### config.mk
export PLATFORM = sky130hd
export DESIGN_NAME = nibble_serial_accum
export DESIGN_NICKNAME = d
export VERILOG_FILES = /design/src/rtl/nibble_accum_pkg.sv /design/src/rtl/nibble_adder.sv /design/src/rtl/nibble_serial_accum.sv
export SDC_FILE = /design/constraint.sdc
export NUM_CORES = 1
export LEC_CHECK = 0
export BUFFER_PORTS_ARGS = -buffer_cell sky130_fd_sc_hd__buf_4
export CORE_MARGIN = 2
export CORE_UTILIZATION = 45
export CTS_CLUSTER_DIAMETER = 30
export DETAILED_ROUTE_END_ITERATION = 10
export HOLD_SLACK_MARGIN = 0.06
export PLACE_DENSITY = 0.7
export SKIP_LAST_GASP = 1
export SYNTH_ARGS = -nofsm -noshare
export SYNTH_HDL_FRONTEND = slang
export SYNTH_HIERARCHICAL = 1
export SYNTH_SLANG_ARGS = --single-unit
### constraint.sdc
create_clock -name clock -period 3.05 [get_ports clock]
set_input_delay 0.305 -clock clock [delete_from_list [all_inputs] [get_ports clock]]
set_output_delay 0.305 -clock clock [all_outputs]
set_load 0.02 [all_outputs]
### src/rtl/nibble_accum_pkg.sv
// Shared types and constants for the nibble-serial accumulator.
// No logic; imported by the adder slice and the accumulator top.
// Optional build macro used by the top: NIBBLE_ACCUM_SAT_EN.
package nibble_accum_pkg;

  localparam int NIB_W = 4;
  localparam int ACC_W = 2 * NIB_W;
  localparam int CNT_W = 4;
  localparam logic [CNT_W-1:0] CNT_MAX = 4'd15;

  typedef enum logic [1:0] {
    IDLE   = 2'd0,
    ADD_LO = 2'd1,
    ADD_HI = 2'd2,
    DONE   = 2'd3
  } state_t;

endpackage

### src/rtl/nibble_adder.sv
// Combinational NIB_W-bit ripple-carry adder slice.
// Latency: none (pure combinational).
// Backpressure: none; the caller owns all sequencing.
module nibble_adder
  import nibble_accum_pkg::*;
(
  input  logic [NIB_W-1:0] a,
  input  logic [NIB_W-1:0] b,
  input  logic             ci,
  output logic [NIB_W-1:0] s,
  output logic             co
);

  logic c;

  // Ripple the carry bit by bit from the LSB upward
  always_comb begin
    c = ci;
    s = '0;
    for (int i = 0; i < NIB_W; i++) begin
      s[i] = a[i] ^ b[i] ^ c;
      c    = (a[i] & b[i]) | (c & (a[i] ^ b[i]));
    end
    co = c;
  end

endmodule

### src/rtl/nibble_serial_accum.sv
// 8-bit accumulator adding 4-bit operands through one shared 4-bit adder (low then high nibble).
// Latency: accept edge k, result with out_valid=1 in the cycle after edge k+2; one operand per 4 cycles.
// Backpressure: in_ready only in IDLE with clear low; NIBBLE_ACCUM_SAT_EN selects saturating adds.
module nibble_serial_accum
  import nibble_accum_pkg::*;
(
  input  logic             clock,
  input  logic             reset,
  input  logic             in_valid,
  output logic             in_ready,
  input  logic [NIB_W-1:0] in_data,
  input  logic             clear,
  output logic [ACC_W-1:0] acc,
  output logic             overflow,
  output logic [CNT_W-1:0] count,
  output logic             out_valid
);

  state_t           state_q, state_d;
  logic [NIB_W-1:0] opnd_q, opnd_d;
  logic             carry_q, carry_d;
  logic [ACC_W-1:0] acc_q, acc_d;
  logic             ovf_q, ovf_d;
  logic [CNT_W-1:0] cnt_q, cnt_d;
  logic             out_valid_q, out_valid_d;

  logic             hi_sel;
  logic [NIB_W-1:0] add_a, add_b, add_s;
  logic             add_ci, add_co;

  // Steer the single adder slice: low nibble + operand, or high nibble + stored carry
  always_comb begin
    hi_sel = (state_q == ADD_HI);
    add_a  = hi_sel ? acc_q[ACC_W-1:NIB_W] : acc_q[NIB_W-1:0];
    add_b  = hi_sel ? '0 : opnd_q;
    add_ci = hi_sel & carry_q;
  end

  nibble_adder u_adder (
    .a  (add_a),
    .b  (add_b),
    .ci (add_ci),
    .s  (add_s),
    .co (add_co)
  );

  // Next-state and datapath update for the four-phase add sequence
  always_comb begin
    state_d     = state_q;
    opnd_d      = opnd_q;
    carry_d     = carry_q;
    acc_d       = acc_q;
    ovf_d       = ovf_q;
    cnt_d       = cnt_q;
    out_valid_d = 1'b0;
    case (state_q)
      IDLE: begin
        if (clear) begin
          acc_d = '0;
          ovf_d = 1'b0;
          cnt_d = '0;
        end else if (in_valid) begin
          opnd_d  = in_data;
          state_d = ADD_LO;
        end
      end
      ADD_LO: begin
        acc_d[NIB_W-1:0] = add_s;
        carry_d          = add_co;
        state_d          = ADD_HI;
      end
      ADD_HI: begin
`ifdef NIBBLE_ACCUM_SAT_EN
        if (add_co) acc_d = {ACC_W{1'b1}};
        else        acc_d[ACC_W-1:NIB_W] = add_s;
`else
        acc_d[ACC_W-1:NIB_W] = add_s;
`endif
        if (add_co) ovf_d = 1'b1;
        if (cnt_q != CNT_MAX) cnt_d = cnt_q + CNT_W'(1);
        out_valid_d = 1'b1;
        state_d     = DONE;
      end
      DONE: begin
        state_d = IDLE;
      end
      default: begin
        state_d = IDLE;
      end
    endcase
  end

  // Register all state; reset discards any in-flight operation
  always_ff @(posedge clock) begin
    if (reset) begin
      state_q     <= IDLE;
      opnd_q      <= '0;
      carry_q     <= 1'b0;
      acc_q       <= '0;
      ovf_q       <= 1'b0;
      cnt_q       <= '0;
      out_valid_q <= 1'b0;
    end else begin
      state_q     <= state_d;
      opnd_q      <= opnd_d;
      carry_q     <= carry_d;
      acc_q       <= acc_d;
      ovf_q       <= ovf_d;
      cnt_q       <= cnt_d;
      out_valid_q <= out_valid_d;
    end
  end

  assign in_ready  = (state_q == IDLE) && !clear;
  assign acc       = acc_q;
  assign overflow  = ovf_q;
  assign count     = cnt_q;
  assign out_valid = out_valid_q;

endmodule

==> summary by stage <==
Logic synthesis
The register area share after synthesis is 37.4%. The post-synthesis net count is 145. The number of enable flip-flop cells after synthesis is 0.

The distinct cell type count after synthesis is 26. The number of synthesized register bits is 21. During synthesis, Yosys emitted a total of 6 warnings. The proportion of register bits with asynchronous set or reset after synthesis is 0%.

The commonest cells after synthesis are 21 x sky130_fd_sc_hd__dfxtp_1, 14 x sky130_fd_sc_hd__inv_1, 13 x sky130_fd_sc_hd__nor2_1. The prevailing post-synth register cell is sky130_fd_sc_hd__dfxtp_1. Synthesis produced a netlist whose cell count is 127. The area of the mapped netlist is 1120 µm². Averaged over all synthesized cells, the footprint is around 9 µm². Sorting the synthesized cells by area gives the leading types as sky130_fd_sc_hd__dfxtp_1 37%, sky130_fd_sc_hd__fa_1 7.1%, sky130_fd_sc_hd__ha_1 6.7%.

Of all cell types, the one taking the most synthesized area is sky130_fd_sc_hd__dfxtp_1. The top cell type's share of synthesized area is about 37%. In the post-synthesis netlist, the cell with the most instances is sky130_fd_sc_hd__dfxtp_1.

Clocking
Clock-pin slew was measured on the worst setup and hold paths at 0.11 ns. The number of setup buffers added after CTS is 0. For the worst-skew pair, the clock arrives at the later sink with an insertion delay of ~0.3 ns. The number of buffers created by CTS is 3.

The CTS tree is yes. The count of hold-fix buffers inserted at cts is 0. In this run the number of H-tree levels came out at 1. The clock sink count is 21. The clock passes through at most 2 buffers. CTS placed an instance of sky130_fd_sc_hd__clkbuf_4 at the clock tree root.

Layout
The final core area utilization is 55.3%. Summing all non-filler instances in the final layout gives an area of 1350 µm². After the last flow step, the layout net total stands at between 150 and 200. The number of antenna diodes in the final layout is 0.

The ratio of cells with drive above 1 in the final layout is 23.3%. The number of fill cells is roughly 240. From synthesis to final layout, the design area changed by 19.7%.

Power
The overall power after layout is 0.743 mW. For this design the ratio of total power to cell area is 552 nW/µm². The peak supply drop is 0.000314 V. The leakage power is between 0.6 and 0.7 nW.

Route
The detailed-router iteration count before antenna repair is 4. The first-iteration detailed-routing DRC count is 32. Dividing the detail-routed via count by the number of cells gives 5.12. The DRC violation count after routing is 0. The wire length reported by the detailed router is 2160 µm.

Dividing the detail-routed wire length by the instance count gives 12.0 µm. The vias after detailed routing is 921. The post-detailed-route count of antenna-violating nets is 0.

Placed design
Before CTS, the worst setup slack after placement is 0.188 ns. The placer's final routability congestion estimate is 0.792. Summed over all nets, the half-perimeter wirelength after detailed placement is approximately 1600 µm. During placement, the flow inserted port buffers numbering 22. After detailed placement, the total cell area comes to 1320 µm².

Global route
For this run the aggregate overflow at the end of global routing stands at 0. The initial antenna violation count is 0. The first global-routing pass estimated about 3400 µm of wire. The via count of the first global-routing pass is ~800. The total routing resource utilization after global routing is 16.9%. Entering global routing, the biggest net connects 22 pins.

Setup path
The startpoint class of the critical path is a flip-flop. In this run the worst path has a maximum fanout of 5. The critical path goes through inv_2 > ha_1 > mux2_2 > fa_1 > inv_1 > fa_1 > inv_1 > fa_1 > inv_1 > fa_1 > inv_1 > nand3_1 > a21oi_1. For the worst setup path, the data arrival time is 3.07 ns.

The critical path in this run is classified as reg2reg. The required arrival time at the worst endpoint is 3.30 ns. For this design, the slowest cell found on the critical path is sky130_fd_sc_hd__fa_1. STA classifies the critical path endpoint as a flip-flop. In this design, the stage delay of the slowest critical-path cell is 0.41 ns.

Floorplanning
Measured along the y axis, the die boundary spans 54.0 µm. The floorplan die width is between 50 and 60 µm. The overall die area is between 2000 and 3000 µm².

The total core area is 2430 µm². In this run the core area contains 18 standard-cell rows. For this configuration, the core starts out at a cell density of 46.2%. 23 I/O pins were placed.

Timing
Headroom to the max-slew limit came out at 68.6%. The final period utilization is 92.5%. Setup repair after global routing left no endpoint under its margin. In the post-route analysis, the smallest setup slack over all paths is 0.230 ns. The upper clock frequency limit is between 0.3 and 0.4 GHz.

The clock period minus final worst setup slack is 2.82 ns. The hold violation total from the final report is 0. Between clock sinks in the finished design, the worst skew comes to 0.00251 ns.

Setup violations remaining at the end of the flow were counted as 0. The total count of max-transition violations in the final report is 0. Setup total negative slack on the finished layout was measured at 0 ns.

The pin slew with the least headroom to its limit is 0.465 ns.

Job
Max-cap violations in this run came to 0.

Hold path
The path class of the tightest hold or removal check is in2reg.

Outcome
The run finished with clean final reports.
-- sequential cells by signal (all words and copies together) (netlist names) --
register	cells
opnd_q	4
acc	8
state_q	2
out_valid	1
overflow	1
count	4
carry_q	1
-- metrics by stage --
step | hold WS (ns) | std cells
final | 0.225 | 180
after global routing | 0.251 | 180
after CTS | 0.217 | 180
after detailed placement | 0.468 | 176
after global placement | 0.457 | 176
after floorplan | 0.377 | 127
-- report_power, final --
group	total [mW]	internal, mW	switching [mW]
registers	0.309	0.294	0.0148
clock network	0.133	0.0510	0.0821
logic	0.301	0.119	0.182
total	0.743	0.464	0.279
-- layout by cell type (no fill, tap or decap) --
master                       n
sky130_fd_sc_hd__inv_1      13
sky130_fd_sc_hd__nand2_1    11
sky130_fd_sc_hd__nor2b_1     5
sky130_fd_sc_hd__nand3b_1    1
sky130_fd_sc_hd__nand3_1     5
sky130_fd_sc_hd__a22oi_1     4
sky130_fd_sc_hd__mux2_2      5
sky130_fd_sc_hd__buf_4      24
sky130_fd_sc_hd__clkbuf_4    3
sky130_fd_sc_hd__nand2b_1    1
sky130_fd_sc_hd__a221oi_1    1
sky130_fd_sc_hd__o221ai_2    1
sky130_fd_sc_hd__clkbuf_1    1
sky130_fd_sc_hd__fa_1        4
sky130_fd_sc_hd__a21oi_1    10
sky130_fd_sc_hd__a21o_1      1
sky130_fd_sc_hd__o2111ai_1   1
sky130_fd_sc_hd__or2b_2      1
sky130_fd_sc_hd__inv_2       1
sky130_fd_sc_hd__ha_1        6
sky130_fd_sc_hd__and2_1      3
sky130_fd_sc_hd__dfxtp_1    21
sky130_fd_sc_hd__o21ai_0     4
sky130_fd_sc_hd__mux2i_1     7
sky130_fd_sc_hd__or3b_1      1
sky130_fd_sc_hd__nor4_1      1
sky130_fd_sc_hd__nor3_1      1
sky130_fd_sc_hd__nor2_1     13
-- layer usage --
| layer | GRT usage, % | routed length (µm) | share of wire (%) |
|---|---|---|---|
| met5 | 0 | 0 | 0 |
| met4 | 7.50 | 29 | 1.3 |
| met3 | 5.00 | 133 | 6.2 |
| met2 | 28.5 | 1050 | 49 |
| met1 | 19.8 | 946 | 44 |
-- final cells by class --
type	instances	area, µm²	area share, %
well taps	30	37.5	2.79
repair buffers	24	180	13.4
flip-flops and latches	21	420	31.2
inverters	14	52.6	3.90
multi-input cells	87	629	46.7
clock buffers	4	26.3	1.95
-- path summary, 6_finish.rpt --
path | start | end | slack [ns] | cells after the start
max | state_q[0] | acc[7] | 0.23 | 13
min | in_data[1] | opnd_q[1] | 0.23 | 3
max reg2reg | state_q[0] | acc[7] | 0.23 | 13
min reg2reg | acc[6] | acc[6] | 0.48 | 2
-- worst max-delay path: cells and delay by family, from the launching register on --
kind / cells / cell delay [ns]
AO/OA/AOI/OAI: 1 / 0.13
adder cells (fa/ha/maj): 5 / 1.50
buffers and inverters: 5 / 0.37
flip-flops: 1 / 0.34
multiplexers: 1 / 0.35
AND/OR/NAND/NOR: 1 / 0.07
-- cell families (layout without fill, tap and decap cells) --
family	count (synthesis)	in the layout	synth area share [%]
buffers and inverters	19	42	6.67
AO/OA/AOI/OAI	22	22	12.5
flip-flops	21	21	37.4
adder cells (fa/ha/maj)	10	10	13.8
multiplexers	12	12	11.2
AND/OR/NAND/NOR	43	43	18.5
-- timing repair --
| item | in CTS | in global routing |
|---|---|---|
| endpoints found under the hold margin | 0 | 0 |
| endpoints found under the setup margin | 0 | 1 |
| gates resized for setup | 0 | 1 |
Power figures use the tool's default switching activity.
